### src/rtl/spi_pkg.sv
// SPI burst slave shared definitions.
// FSM encoding, header bit positions and parameter limits.
package spi_pkg;

  typedef enum logic [2:0] {
    S_IDLE,
    S_CMD,
    S_ADDR,
    S_TURN,
    S_WDATA,
    S_RDATA
  } spi_state_t;

  localparam int RW_BIT  = 0;
  localparam int INC_BIT = 1;

  localparam int ADDR_W_MIN = 1;
  localparam int ADDR_W_MAX = 16;
  localparam int DATA_W_MIN = 8;
  localparam int DATA_W_MAX = 32;
  localparam int DUMMY_MIN  = 1;
  localparam int DUMMY_MAX  = 7;

  // Widest count is a data word.
  localparam int CNT_W = $clog2(DATA_W_MAX);

  typedef logic [CNT_W-1:0] cnt_t;

  function automatic int clamp(
    input int v,
    input int lo,
    input int hi
  );
    if (v < lo) return lo;
    if (v > hi) return hi;
    return v;
  endfunction

endpackage

### src/rtl/spi_shift_tx.sv
// SPI read-data shifter, MSB first.
// Shifts on SCLK rise, launches MISO on SCLK fall.
module spi_shift_tx
  import spi_pkg::*;
#(
  parameter int DATA_W = 16
) (
  input  logic              SCLK,
  input  logic              rst_n,
  input  logic              clear,
  input  logic              load,
  input  logic              shift,
  input  logic [DATA_W-1:0] load_data,
  output logic              MISO,
  output logic              MISO_enable
);

  logic [DATA_W-1:0] sh;
  logic              vld;

  // Parallel load a word, or shift it one bit toward the MSB.
  always_ff @(posedge SCLK) begin
    if (!rst_n || clear) begin
      sh  <= '0;
      vld <= 1'b0;
    end else if (load) begin
      sh  <= load_data;
      vld <= 1'b1;
    end else if (shift) begin
      sh <= {sh[DATA_W-2:0], 1'b0};
    end
  end

  // Half-cycle launch so the master sees stable data at its rise.
  always_ff @(negedge SCLK) begin
    MISO_enable <= vld;
    MISO        <= vld & sh[DATA_W-1];
  end

endmodule

### src/rtl/spi_burst_slave.sv
// SPI register-access slave with burst read/write.
// Header: RW, INC, address; then back-to-back data words.
module spi_burst_slave
  import spi_pkg::*;
#(
  parameter int ADDR_W    = 8,
  parameter int DATA_W    = 16,
  parameter int DUMMY_CYC = 2
) (
  input  logic              SCLK,
  input  logic              rst_n,
  input  logic              CSN,
  input  logic              MOSI,
  input  logic [DATA_W-1:0] reg_read_data,
  output logic              MISO,
  output logic              MISO_enable,
  output logic [ADDR_W-1:0] reg_addr,
  output logic [DATA_W-1:0] reg_write_data,
  output logic              reg_write_enable,
  output logic              reg_read_enable,
  output logic              frame_abort
);

  localparam int AW_C = clamp(ADDR_W, ADDR_W_MIN, ADDR_W_MAX);
  localparam int DW_C = clamp(DATA_W, DATA_W_MIN, DATA_W_MAX);
  localparam int DC_C = clamp(DUMMY_CYC, DUMMY_MIN, DUMMY_MAX);

  localparam cnt_t ADDR_LAST = cnt_t'(AW_C - 1);
  localparam cnt_t TURN_LAST = cnt_t'(DC_C - 1);
  localparam cnt_t WORD_LAST = cnt_t'(DW_C - 1);
  // Next read issued two edges ahead of the last bit.
  localparam cnt_t PREF_AT   = cnt_t'(DW_C - 3);

  spi_state_t        state;
  cnt_t              bit_cnt;
  logic [1:0]        hdr;
  logic              first_wd;
  logic [ADDR_W-1:0] addr_sh;
  logic [ADDR_W-1:0] addr_nxt;
  logic [DATA_W-1:0] data_sh;
  logic [DATA_W-1:0] data_nxt;
  logic              word_end;
  logic              partial;
  logic              tx_load;
  logic              tx_shift;

  // Shift-in values and TX shifter control for this edge.
  always_comb begin
    addr_nxt = ADDR_W'({addr_sh, MOSI});
    data_nxt = DATA_W'({data_sh, MOSI});
    word_end = (bit_cnt == WORD_LAST);
    tx_load  = 1'b0;
    tx_shift = 1'b0;
    if (!CSN) begin
      if (state == S_TURN && bit_cnt == TURN_LAST) begin
        tx_load = 1'b1;
      end
      if (state == S_RDATA) begin
        tx_load  = word_end;
        tx_shift = !word_end;
      end
    end
  end

  // A deselect here would cut a header or a word short.
  always_comb begin
    partial = 1'b0;
    case (state)
      S_CMD, S_ADDR, S_TURN: partial = 1'b1;
      S_WDATA, S_RDATA:      partial = (bit_cnt != '0);
      default:               partial = 1'b0;
    endcase
  end

  // Frame FSM with registered strobes and address.
  always_ff @(posedge SCLK) begin
    if (!rst_n) begin
      state            <= S_IDLE;
      bit_cnt          <= '0;
      hdr              <= '0;
      first_wd         <= 1'b0;
      addr_sh          <= '0;
      data_sh          <= '0;
      reg_addr         <= '0;
      reg_write_data   <= '0;
      reg_write_enable <= 1'b0;
      reg_read_enable  <= 1'b0;
      frame_abort      <= 1'b0;
    end else begin
      reg_write_enable <= 1'b0;
      reg_read_enable  <= 1'b0;
      frame_abort      <= 1'b0;
      if (CSN) begin
        state       <= S_IDLE;
        bit_cnt     <= '0;
        frame_abort <= partial;
      end else begin
        unique case (state)
          S_IDLE: begin
            hdr[RW_BIT] <= MOSI;
            state       <= S_CMD;
          end
          S_CMD: begin
            hdr[INC_BIT] <= MOSI;
            bit_cnt      <= '0;
            state        <= S_ADDR;
          end
          S_ADDR: begin
            addr_sh <= addr_nxt;
            bit_cnt <= bit_cnt + cnt_t'(1);
            if (bit_cnt == ADDR_LAST) begin
              reg_addr <= addr_nxt;
              bit_cnt  <= '0;
              first_wd <= 1'b1;
              if (hdr[RW_BIT]) begin
                state <= S_WDATA;
              end else begin
                state           <= S_TURN;
                reg_read_enable <= 1'b1;
              end
            end
          end
          S_TURN: begin
            bit_cnt <= bit_cnt + cnt_t'(1);
            if (bit_cnt == TURN_LAST) begin
              bit_cnt <= '0;
              state   <= S_RDATA;
            end
          end
          S_WDATA: begin
            data_sh <= data_nxt;
            bit_cnt <= bit_cnt + cnt_t'(1);
            if (word_end) begin
              bit_cnt          <= '0;
              first_wd         <= 1'b0;
              reg_write_data   <= data_nxt;
              reg_write_enable <= 1'b1;
              // Address steps with the strobe of every word after the first.
              if (hdr[INC_BIT] && !first_wd) begin
                reg_addr <= reg_addr + ADDR_W'(1);
              end
            end
          end
          S_RDATA: begin
            bit_cnt <= bit_cnt + cnt_t'(1);
            if (bit_cnt == PREF_AT) begin
              reg_read_enable <= 1'b1;
              if (hdr[INC_BIT]) begin
                reg_addr <= reg_addr + ADDR_W'(1);
              end
            end
            if (word_end) begin
              bit_cnt <= '0;
            end
          end
          default: state <= S_IDLE;
        endcase
      end
    end
  end

  spi_shift_tx #(
    .DATA_W(DATA_W)
  ) u_tx (
    .SCLK       (SCLK),
    .rst_n      (rst_n),
    .clear      (CSN),
    .load       (tx_load),
    .shift      (tx_shift),
    .load_data  (reg_read_data),
    .MISO       (MISO),
    .MISO_enable(MISO_enable)
  );

endmodule

### config.mk
export PLATFORM = sky130hd
export DESIGN_NAME = spi_burst_slave
export DESIGN_NICKNAME = d
export VERILOG_FILES = /design/src/rtl/spi_pkg.sv /design/src/rtl/spi_shift_tx.sv /design/src/rtl/spi_burst_slave.sv
export SDC_FILE = /design/constraint.sdc
export NUM_CORES = 1
export LEC_CHECK = 0
export CAP_MARGIN = 20
export CORE_MARGIN = 5
export CORE_UTILIZATION = 59
export DETAILED_ROUTE_END_ITERATION = 8
export PLACE_DENSITY = 0.85
export SETUP_SLACK_MARGIN = 0.02
export SKIP_CTS_REPAIR_TIMING = 1
export SKIP_LAST_GASP = 1
export SLEW_MARGIN = 20
export SYNTH_ARGS = -nofsm -noshare
export SYNTH_HDL_FRONTEND = slang
export SYNTH_SLANG_ARGS = --single-unit
export TNS_END_PERCENT = 50
### constraint.sdc
create_clock -name SCLK -period 5.6 [get_ports SCLK]
set_input_delay 0.84 -clock SCLK [delete_from_list [all_inputs] [get_ports SCLK]]
set_output_delay 0.84 -clock SCLK [all_outputs]
set_load 0.05 [all_outputs]
======== Word-level counts from Yosys, hierarchy flattened ========
Index checks and enable logic that the tools add are counted.
word-level totals
  register bits after elaboration ......... 79
  bits of input ports ..................... 20
  output and inout port bits .............. 29
  logic and storage cells ................. 93
operators by class
  add/subtract/negate cells ............... 2
  equality and inequality tests ........... 15
  mux-type cells .......................... 30
  bitwise operators ....................... 5
  reductions and logical operators ........ 25
operators by type and width
  cell                   number
  $mux W8                5
  $mux W16               2
  $pmux W8 S3            1
  $pmux W5 S4            1
  $mux W5                3
  $pmux W3 S5            1
  $mux W1                11
  $eq A5 B4 Y1 const B   2
  $reduce_and A2 Y1      5
  $mux W3                3
  $add A8 B1 Y8 const B  1
  $ne A2 B2 Y1 const B   4
  $reduce_and A7 Y1      1
  $eq A3 B2 Y1 const B   2
  $eq A3 B3 Y1 const B   2
  $pmux W1 S2            3
  $reduce_and A3 Y1      2
  $reduce_or A3 Y1       2
  $add A5 B1 Y5 const B  1
  $eq A5 B1 Y1 const B   1
  $eq A5 B3 Y1 const B   1
  $reduce_bool A5 Y1     1
  $ne A2 B1 Y1 const B   2
  $not A1 Y1             4
  other kinds (11)       16

======== Logic depth before layout (Yosys ltp) ========
  depth in word-level cells ............... 6
  gate-level depth with buffers ........... 9
  gate-level depth less buffers ........... 7

======== Cells and area by module ========
From an unflattened synthesis, not the netlist that was laid out.
unflattened totals
  cell total of the unflattened synthesis .. 413
  area, all modules ....................... 3,624.7 um^2
by module, submodules not included
  module           instances  cells each  area an instance (um^2)  sequential area each (um^2)
  spi_burst_slave  1          334         2,781.4                  1,201.2
  spi_shift_tx     1          79          843.3                    380.4

==> flow_metrics.py <==
metrics = {
    "outcome": {
        "outcome": "finished clean",
    },
    "route": {
        "vias_per_cell": 5.626,
        "vias": 2875,
        "first_pass_iters": 4,
        "drt-initial-drc-count": 197,
        "ant_nets": 0,
        "drc_errors": 0,
        "wl_per_cell_um": 13.59,
        "wl_um": 6946,
    },
    "worst_setup_path": {
        "crit_type": "reg -> out",
        "r2r_setup_slack_ns": 2.26,
        "cp_cell_sequence": "clkdlybuf4s50_1",
        "crit_path_end_kind": "output pin",
        "rr_startpoint": "u_tx.vld$_SDFFE_PP0N_",
        "cp_max_fo": 1,
        "r2r-end": "u_tx.MISO$_DFF_N_",
        "critPathMaxStageDelay_ns": 0.80,
        "path_delay_family": "buffers and inverters",
        "slowest_stage": "clkdlybuf4s50_1",
        "rr_worst_depth": 1,
        "worstPathArrival_ns": 4.29,
        "crit_required_ns": 4.76,
        "critPathLaunchType": "flip-flop",
        "worst-path-buf-inv": 1,
    },
    "synth": {
        "syn-num-nets": 422,
        "ys_seq_elements": 79,
        "synth_area_leaders": "dfxtp_1 (44%), mux2i_1 (9.3%), nand2_1 (6.3%)",
        "synth.most_common_cell": "dfxtp_1",
        "yosys.area.top_type": "dfxtp_1",
        "synth_flop_cell": "dfxtp_1",
        "synth_edf_count": 0,
        "synth.distinct_cells": 54,
        "avgSynthCellArea_um2": 8.982,
        "yosys_warnings": 0,
        "synthCells": 397,
        "synth_top_cell_area_share_pct": 44.35,
        "ys_top_cells_by_count": "dfxtp_1 (79), nand2_1 (60), nor2_1 (54)",
        "yosysSeqAreaShare_pct": 44.35,
        "async_flop_share_pct": 0,
        "syn_area_um2": 3566,
    },
    "global_route": {
        "grt_pass1_vias": 2733,
        "grt_antenna_before_repair": 0,
        "grt_usage_pct": 18.85,
        "grt_start_max_net_pins": 48,
        "grt_pass1_wl_um": 11660,
        "overflow": 0,
    },
    "pwr": {
        "max-vdd-ir-drop_v": 0.0002215,
        "power_uw": 1128,
        "p_leak_uw": 0.001641,
        "powerDensity_nw_per_um2": 265.0,
    },
    "hold_path": {
        "hp-start": "data_sh[10]$_SDFFE_PN0P_",
        "hold_path_depth": 2,
        "min_path_type": "reg -> reg",
        "whs_endpoint": "data_sh[11]$_SDFFE_PN0P_",
    },
    "clock_tree": {
        "cts_tree": "built",
        "numClockSinks": 79,
        "cts_buffer_depth": 2,
        "clk_pin_slew_ns": 0.07,
        "clockRootBuffer": "clkbuf_8",
        "cts_buffers": 9,
        "cts-htree-levels": 3,
        "clk_latency_ns": 0.39,
    },
    "layout": {
        "drive_above_1_share_pct": 10.78,
        "antenna_cells": 0,
        "area_growth_pct": 19.37,
        "nets": 456,
    },
    "timing": {
        "setup_viol": 0,
        "rsz0062_at_grt": "false",
        "finalSetupTns_ns": 0,
        "hold_ws_ns": 0.4660,
        "finClkSkew_ns": 0.03509,
        "worst_pin_slew_ns": 1.003,
        "maxSlewViolCount": 0,
        "slew_headroom_pct": 32.97,
        "hold_viol_final": 0,
    },
    "run": {
        "max_cap_viol_count": 0,
    },
    "place": {
        "hpwl_um": 4671,
        "gp_congestion": 0.9064,
        "port_buffers": 48,
    },
    "die": {
        "die_area_um2": 7698,
        "rows": 28,
        "io_pins": 49,
        "chipHeight_um": 87.74,
        "core-area_um2": 5886,
        "start_util_pct": 60.59,
        "die_x_um": 87.74,
    },
}
==> kinds of logic after synthesis <==
logic type / Yosys count / synth area share, %
AND/OR/NAND/NOR: 155 / 19.79
adder cells (fa/ha/maj): 5 / 1.754
buffers and inverters: 37 / 5.824
AO/OA/AOI/OAI: 87 / 18.60
flip-flops: 79 / 44.35
multiplexers: 34 / 9.684
==> tightest hold or removal path: cells and delay by family (launching register included) <==
family / cells / cell delay [ns]
compound gates: 1 / 0.05
flops: 1 / 0.32
simple gates: 1 / 0.05
==> cell usage in the layout, fill, tap and decap left out, drive strengths merged, types with 5 or more instances in the layout <==
cell | synthesis | final
clkdlybuf4s50 | 0 | 48
clkbuf | 11 | 10
nand3 | 7 | 7
inv | 6 | 8
nand2b | 6 | 6
nand2 | 60 | 60
a211oi | 17 | 17
dfxtp | 79 | 79
a21oi | 36 | 36
nor2 | 55 | 55
buf | 20 | 5
ha | 5 | 5
mux2i | 33 | 33
==> sequential cells by signal, summed over array words and instances, names as in the netlist <==
register          flops
addr_sh               7
bit_cnt               5
data_sh              15
first_wd              1
frame_abort           1
hdr                   2
reg_addr              8
reg_read_enable       1
reg_write_data       16
reg_write_enable      1
state                 3
u_tx.MISO             1
u_tx.MISO_enable      1
u_tx.sh              16
u_tx.vld              1
==> layer usage <==
layer / share of wire, % / global-route usage, %
met1: 46 / 23.44
met2: 45 / 30.14
met3: 6.4 / 4.892
met4: 2.0 / 9.623
met5: 0 / 0
==> worst max-delay path by stage <==
stage,startpoint,end,slack [ns],depth (start not counted)
2_1_floorplan,u_tx.MISO$_DFF_N_,MISO,1.37,0
3_3_place_gp,u_tx.MISO_enable$_DFF_N_,MISO_enable,0.88,1
3_5_place_dp,u_tx.MISO_enable$_DFF_N_,MISO_enable,0.86,1
4_1_cts,u_tx.MISO_enable$_DFF_N_,MISO_enable,0.46,1
5_1_grt,u_tx.MISO_enable$_DFF_N_,MISO_enable,0.43,1
6_report,u_tx.MISO_enable$_DFF_N_,MISO_enable,0.47,1
==> per-stage QoR <==
stage / util (%) / worst slack (ns) / cells / cell area [µm²]
after detailed placement: 68.01 / 0.8638 / 494 / 4003
after CTS: 72.22 / 0.4573 / 511 / 4250
after global placement: 68.01 / 0.8817 / 494 / 4003
after global routing: 72.32 / 0.4308 / 511 / 4257
after floorplan: - / 1.373 / 397 / 3566
final: 72.32 / 0.4687 / 511 / 4257
==> power breakdown <==
| part | switching, µW | internal (µW) |
|---|---|---|
| clock network | 204 | 308 |
| logic | 25.3 | 22.8 |
| registers | 4.50 | 564 |
==> final cells by class <==
type | instances | area (µm²)
clock inverters | 8 | 113.9
clock buffers | 10 | 137.6
flip-flops and latches | 79 | 1582
inverters | 5 | 18.77
multi-input cells | 281 | 1793
fillers | 438 | 1629
well taps | 75 | 93.84
repair buffers | 53 | 518.0
No activity file was read; power rests on OpenSTA's default activity.
